<file path="config.mk">
export PLATFORM = sky130hd
export DESIGN_NAME = verifier_collect_w_beta_flat
export DESIGN_NICKNAME = d
export VERILOG_FILES = /design/src/rtl/verifier_collect_w_beta_if.sv /design/src/rtl/verifier_collect_w_beta.sv /design/src/flat_wrapper.sv
export SDC_FILE = /design/constraint.sdc
export NUM_CORES = 1
export LEC_CHECK = 0
export BUFFER_PORTS_ARGS = -buffer_cell sky130_fd_sc_hd__buf_4
export CAP_MARGIN = 10
export CORE_MARGIN = 1.5
export CORE_UTILIZATION = 50
export CTS_BUF_LIST = sky130_fd_sc_hd__clkbuf_4
export DETAILED_ROUTE_END_ITERATION = 16
export GPL_ROUTABILITY_DRIVEN = 0
export GPL_TIMING_DRIVEN = 0
export PLACE_DENSITY = 0.91
export SYNTH_ARGS = -nofsm -noshare
export SYNTH_HDL_FRONTEND = slang
export SYNTH_SLANG_ARGS = --single-unit
</file>
<file path="constraint.sdc">
create_clock -name clk -period 4.8 [get_ports clk]
set_clock_uncertainty 0.05 [all_clocks]
set_input_delay 0.96 -clock clk [delete_from_list [all_inputs] [get_ports clk]]
set_output_delay 0.96 -clock clk [all_outputs]
set_load 0.1 [all_outputs]
</file>
<file path="src/rtl/verifier_collect_w_beta_if.sv">
// Challenge-collection / beta-engine handshake bundle for verifier_collect_w_beta.
// slave = collector side, master = stimulus/engine side.
interface verifier_collect_w_beta_if #(
  parameter int nCopyBits = 3,
  parameter int F_NBITS   = 32
);
  logic                              clear;
  logic                              w_valid;
  logic [F_NBITS-1:0]                w_in;
  logic [nCopyBits-1:0][F_NBITS-1:0] w_vals;
  logic                              full;
  logic                              overflow;
  logic                              beta_en;
  logic                              beta_ready;
  logic [F_NBITS-1:0]                beta_in;
  logic                              beta_valid;
  logic [F_NBITS-1:0]                beta_out;

  modport slave (
    input  clear, w_valid, w_in, beta_ready, beta_in,
    output w_vals, full, overflow, beta_en, beta_valid, beta_out
  );

  modport master (
    output clear, w_valid, w_in, beta_ready, beta_in,
    input  w_vals, full, overflow, beta_en, beta_valid, beta_out
  );
endinterface

</file>
<file path="src/rtl/verifier_collect_w_beta.sv">
// Collects nCopyBits challenges, pulses beta_en 2 cycles after the last one, latches beta on engine ready.
// No backpressure on w: challenges arriving outside collection are dropped and flagged in sticky overflow.
module verifier_collect_w_beta #(
  parameter int nCopyBits = 3,
  parameter int F_NBITS   = 32
) (
  input  logic                      clk,
  input  logic                      rstb,
  verifier_collect_w_beta_if.slave  bus
);
  localparam int CW = $clog2(nCopyBits + 1);

  typedef enum logic [1:0] {ST_FILL, ST_LAUNCH, ST_WAIT, ST_DONE} state_t;

  state_t                            r_state, w_state_nxt;
  logic [CW-1:0]                     r_count, w_count_nxt;
  logic [nCopyBits-1:0][F_NBITS-1:0] r_w_vals;
  logic                              r_full, w_full_nxt;
  logic                              r_overflow, w_overflow_nxt;
  logic                              r_beta_en, w_beta_en_nxt;
  logic                              r_beta_valid, w_beta_valid_nxt;
  logic [F_NBITS-1:0]                r_beta_out, w_beta_out_nxt;
  logic                              r_clear_pend, w_clear_pend_nxt;
  logic                              w_capture;

  always_ff @(posedge clk or negedge rstb) begin
    if (!rstb) begin
      r_state      <= ST_FILL;
      r_count      <= '0;
      r_w_vals     <= '0;
      r_full       <= 1'b0;
      r_overflow   <= 1'b0;
      r_beta_en    <= 1'b0;
      r_beta_valid <= 1'b0;
      r_beta_out   <= '0;
      r_clear_pend <= 1'b0;
    end else begin
      r_state      <= w_state_nxt;
      r_count      <= w_count_nxt;
      r_full       <= w_full_nxt;
      r_overflow   <= w_overflow_nxt;
      r_beta_en    <= w_beta_en_nxt;
      r_beta_valid <= w_beta_valid_nxt;
      r_beta_out   <= w_beta_out_nxt;
      r_clear_pend <= w_clear_pend_nxt;
      if (w_capture) r_w_vals[r_count] <= bus.w_in;
    end
  end

  always_comb begin
    w_state_nxt      = r_state;
    w_count_nxt      = r_count;
    w_full_nxt       = r_full;
    w_overflow_nxt   = r_overflow;
    w_beta_en_nxt    = 1'b0;
    w_beta_valid_nxt = r_beta_valid;
    w_beta_out_nxt   = r_beta_out;
    w_clear_pend_nxt = r_clear_pend;
    w_capture        = 1'b0;

    if (bus.w_valid && !bus.clear && (r_state != ST_FILL || r_clear_pend))
      w_overflow_nxt = 1'b1;

    case (r_state)
      ST_FILL: begin
        if (bus.clear) begin
          w_count_nxt      = '0;
          w_full_nxt       = 1'b0;
          w_beta_valid_nxt = 1'b0;
          w_overflow_nxt   = 1'b0;
        end else if (bus.w_valid) begin
          w_capture   = 1'b1;
          w_count_nxt = CW'(r_count + 1'b1);
          if (r_count == CW'(nCopyBits - 1)) begin
            w_full_nxt  = 1'b1;
            w_state_nxt = ST_LAUNCH;
          end
        end
      end
      ST_LAUNCH: begin
        if (bus.clear) begin
          w_count_nxt      = '0;
          w_full_nxt       = 1'b0;
          w_beta_valid_nxt = 1'b0;
          w_overflow_nxt   = 1'b0;
          w_state_nxt      = ST_FILL;
        end else begin
          w_beta_en_nxt = 1'b1;
          w_state_nxt   = ST_WAIT;
        end
      end
      ST_WAIT: begin
        // The engine cannot be aborted: a clear here only marks the result for discard.
        if (bus.clear) begin
          w_clear_pend_nxt = 1'b1;
          w_overflow_nxt   = 1'b0;
        end
        if (bus.beta_ready) begin
          if (r_clear_pend || bus.clear) begin
            w_count_nxt      = '0;
            w_full_nxt       = 1'b0;
            w_beta_valid_nxt = 1'b0;
            w_clear_pend_nxt = 1'b0;
            w_state_nxt      = ST_FILL;
          end else begin
            w_beta_out_nxt   = bus.beta_in;
            w_beta_valid_nxt = 1'b1;
            w_state_nxt      = ST_DONE;
          end
        end
      end
      ST_DONE: begin
        if (bus.clear) begin
          w_count_nxt      = '0;
          w_full_nxt       = 1'b0;
          w_beta_valid_nxt = 1'b0;
          w_overflow_nxt   = 1'b0;
          w_state_nxt      = ST_FILL;
        end
      end
      default: w_state_nxt = ST_FILL;
    endcase
  end

  assign bus.w_vals     = r_w_vals;
  assign bus.full       = r_full;
  assign bus.overflow   = r_overflow;
  assign bus.beta_en    = r_beta_en;
  assign bus.beta_valid = r_beta_valid;
  assign bus.beta_out   = r_beta_out;
endmodule

</file>
<file path="src/flat_wrapper.sv">
// flat-port wrapper written by rule: the top's interface ports become plain ports
module verifier_collect_w_beta_flat 
#(
  parameter int nCopyBits = 3,
  parameter int F_NBITS   = 32
)
  (clk, rstb, bus_clear, bus_w_valid, bus_w_in, bus_beta_ready, bus_beta_in, bus_w_vals, bus_full, bus_overflow, bus_beta_en, bus_beta_valid, bus_beta_out);
  verifier_collect_w_beta_if #(.nCopyBits(nCopyBits), .F_NBITS(F_NBITS)) bus_i ();
  input  logic clk;
  input  logic rstb;
  input wire logic [$bits(bus_i.clear)-1:0] bus_clear;
  input wire logic [$bits(bus_i.w_valid)-1:0] bus_w_valid;
  input wire logic [$bits(bus_i.w_in)-1:0] bus_w_in;
  input wire logic [$bits(bus_i.beta_ready)-1:0] bus_beta_ready;
  input wire logic [$bits(bus_i.beta_in)-1:0] bus_beta_in;
  output wire logic [$bits(bus_i.w_vals)-1:0] bus_w_vals;
  output wire logic [$bits(bus_i.full)-1:0] bus_full;
  output wire logic [$bits(bus_i.overflow)-1:0] bus_overflow;
  output wire logic [$bits(bus_i.beta_en)-1:0] bus_beta_en;
  output wire logic [$bits(bus_i.beta_valid)-1:0] bus_beta_valid;
  output wire logic [$bits(bus_i.beta_out)-1:0] bus_beta_out;
  assign bus_i.clear = bus_clear;
  assign bus_i.w_valid = bus_w_valid;
  assign bus_i.w_in = bus_w_in;
  assign bus_i.beta_ready = bus_beta_ready;
  assign bus_i.beta_in = bus_beta_in;
  assign bus_w_vals = bus_i.w_vals;
  assign bus_full = bus_i.full;
  assign bus_overflow = bus_i.overflow;
  assign bus_beta_en = bus_i.beta_en;
  assign bus_beta_valid = bus_i.beta_valid;
  assign bus_beta_out = bus_i.beta_out;
  verifier_collect_w_beta #(.nCopyBits(nCopyBits), .F_NBITS(F_NBITS)) u_core (.clk(clk), .rstb(rstb), .bus(bus_i));
endmodule
</file>
==> impl_metrics.env <==
export IMPL_synthMuxAreaShare=0.276
export IMPL_wl_met2_mm=5.89
export IMPL_clock_latency_ns=0.49
export IMPL_diodes=0
export IMPL_grt_start_max_net_pins=109
export IMPL_min_period_ns=2.23
export IMPL_hold_slack_ns=0.268
export IMPL_critPathBufInv=1
export IMPL_yosysSeqAreaShare=0.648
export IMPL_clk_path_buf_depth=2
export IMPL_drc=0
export IMPL_fin_crit_sh=0.464
export IMPL_dp_cells=660
export IMPL_rsz0062_at_grt="no"
export IMPL_r2r_end="u_core.bus.w_vals[45]"
export IMPL_yosysWarnings=0
export IMPL_detail_route_first_pass_iterations=4
export IMPL_cp_required_ns=3.79
export IMPL_final_layout_size_suffix_gt1_frac=0.671
export IMPL_path_cells="buf_4"
export IMPL_htree_levels=4
export IMPL_numCtsBuffers=17
export IMPL_tns_ns=0
export IMPL_ff2ff_setup_slack_ns=3.01
export IMPL_fin_nets=615
export IMPL_fin_area_mm2=0.00731
export IMPL_grt_pass1_wl_mm=18.1
export IMPL_synth_cell_types=25
export IMPL_rows=37
export IMPL_post_cts_buffers=0
export IMPL_synthCells=323
export IMPL_cts_root_buffer="clkbuf_4"
export IMPL_met3_length_um=826
export IMPL_max_slew_margin=0.643
export IMPL_r2r_cells=5
export IMPL_die_h_um=106
export IMPL_vias=3497
export IMPL_routed_wirelength_mm=11.4
export IMPL_start_util=0.515
export IMPL_tightestPinTransition_ns=0.535
export IMPL_worstHoldPathType="in -> async"
export IMPL_status="completed"
export IMPL_fill_cells=700
export IMPL_io_buffers=200
export IMPL_hold_viol_final=0
export IMPL_synth_compound_area_share=0.0182
export IMPL_gr_total_overflow=0
export IMPL_grt_util_all_layers=0.212
export IMPL_report_final_setup_viol=0
export IMPL_crit_path_start_kind="register"
export IMPL_synth_area_top_cells="dfrtp_1 (65%), mux2_2 (27%), buf_6 (1.9%)"
export IMPL_avgSynthCellArea_um2=16.4
export IMPL_ios=201
export IMPL_cp_arrival_ns=1.22
export IMPL_ys_seq_elements=137
export IMPL_synthAdderAreaFrac=0.00710
export IMPL_worstPathMaxFanout=4
export IMPL_regToRegStartpoint="u_core.r_state[1]"
export IMPL_endpoint_kind="output port"
export IMPL_placedInstanceArea_mm2=0.00699
export IMPL_areaGrowthSynthToFinish_pct=38.1
export IMPL_core_mm2=0.0103
export IMPL_fin_cells=692
export IMPL_netlist_area_mm2=0.00529
export IMPL_die_area_mm2=0.0112
export IMPL_wl_per_cell_um=16.4
export IMPL_cts_sinks=137
export IMPL_synth_simple_gate_area_share=0.0232
export IMPL_dpl_hpwl_mm=8.57
export IMPL_drv_slew=0
export IMPL_syn_nets=395
export IMPL_antenna_found_initial=0
export IMPL_grt_pass1_vias=3594
export IMPL_crit_path_top_delay_cell="dfrtp_1"
export IMPL_critical_path_class="reg -> out"
export IMPL_critPathTopFamily="flip-flops"
export IMPL_cts_hold_buf=0
export IMPL_synth_top_family_by_area="multiplexers"
export IMPL_drt_iter0_drc=128
export IMPL_synth_xor_area_frac=0
export IMPL_maxCapViolations=0
export IMPL_viasPerCell=5.05
export IMPL_die_w_um=106
export IMPL_ant_nets=0
export IMPL_timing_fmax_ghz=0.449
export IMPL_netlist_area_leader_share=0.648
export IMPL_synth_largest_area_cell="dfrtp_1"
export IMPL_cts_tree="done"
export IMPL_cts_resized=0
export IMPL_path_clk_slew_ns=0.12
export IMPL_met1_length_mm=4.53
export IMPL_highest_layer="met4"
export IMPL_max_stage_delay_ns=0.42
## registers in the layout, summed over array words and instances, names as in the netlist
name	flops
u_core.bus.w_vals	96
u_core.bus.beta_out	32
u_core.r_count	2
u_core.r_state	2
u_core.bus.beta_en	1
u_core.bus.beta_valid	1
u_core.bus.full	1
u_core.bus.overflow	1
u_core.r_clear_pend	1
## routing by layer
metal | up-vias | global-route usage
li1 | 1589 | -
met1 | 1747 | 0.260
met4 | 0 | 0.0763
met3 | 12 | 0.0618
met5 | - | 0
met2 | 149 | 0.358
## Yosys cell counts
master	n
inv_1	3
nor2_1	5
nor4b_4	1
nand3_1	1
nand2_1	5
buf_4	1
a22oi_1	1
or3_1	1
nor2b_1	1
mux2_2	128
o21ai_0	4
nor3b_1	3
a221oi_1	1
buf_2	4
dfrtp_1	137
o22ai_1	2
a21oi_1	5
mux2i_1	2
buf_6	9
nand3b_1	1
ha_1	3
nor2b_4	1
a21o_1	1
clkbuf_1	1
o21bai_1	2
## final cells by class
class / instances / area [µm²] / share of cell area
plain buffers: 15 / 133 / 0.0182
clock buffers: 18 / 135 / 0.0185
clock inverters: 14 / 179 / 0.0245
inverters: 3 / 11.3 / 0.00154
multi-input cells: 168 / 1720 / 0.235
flip-flops and latches: 137 / 3430 / 0.469
well taps: 136 / 170 / 0.0233
repair buffers: 201 / 1530 / 0.210
## per-stage QoR
stage	utilization	setup WS, ns
floorplan	-	2.76
global placement	0.677	2.30
detailed placement	0.680	2.44
CTS	0.711	2.52
global route	0.711	2.49
finish	0.711	2.57
## worst max-delay path by stage
stage | startpoint | end | slack, ns | depth (start not counted)
after floorplan | bus_clear | u_core.bus.w_vals[0] | 2.76 | 4
after global placement | rstb | u_core.bus.w_vals[49] | 2.30 | 1
after detailed placement | bus_clear | u_core.bus.w_vals[21] | 2.44 | 5
after CTS | u_core.bus.full | bus_full | 2.52 | 1
after global routing | u_core.bus.full | bus_full | 2.49 | 1
final | u_core.bus.full | bus_full | 2.57 | 1
## cell families (layout without fill, tap and decap cells)
logic type               Yosys count  count (layout)
AND/OR/NAND/NOR                   19              19
buffers and inverters             18             251
flip-flops                       137             137
multiplexers                     130             130
adder cells (fa/ha/maj)            3               3
AO/OA/AOI/OAI                     16              16
## layout by cell type, fill, tap and decap left out, types with 2 or more instances in the layout
| cell type | Yosys | layout |
|---|---|---|
| nor3b_1 | 3 | 3 |
| clkinv_1 | 0 | 4 |
| clkinv_4 | 0 | 2 |
| o21ai_0 | 4 | 4 |
| buf_2 | 4 | 4 |
| nand2_1 | 5 | 5 |
| clkbuf_4 | 0 | 18 |
| clkinv_2 | 0 | 2 |
| o21bai_1 | 2 | 2 |
| buf_4 | 1 | 200 |
| buf_6 | 9 | 10 |
| dfrtp_1 | 137 | 137 |
| ha_1 | 3 | 3 |
| mux2i_1 | 2 | 2 |
| o22ai_1 | 2 | 2 |
| a21oi_1 | 5 | 5 |
| mux2_2 | 128 | 128 |
| bufinv_16 | 0 | 4 |
| inv_1 | 3 | 3 |
| nor2_1 | 5 | 5 |
Power is left out: the tool's default activity adds up to more than one toggle a clock period on the data nets, which glitch-free logic cannot reach.
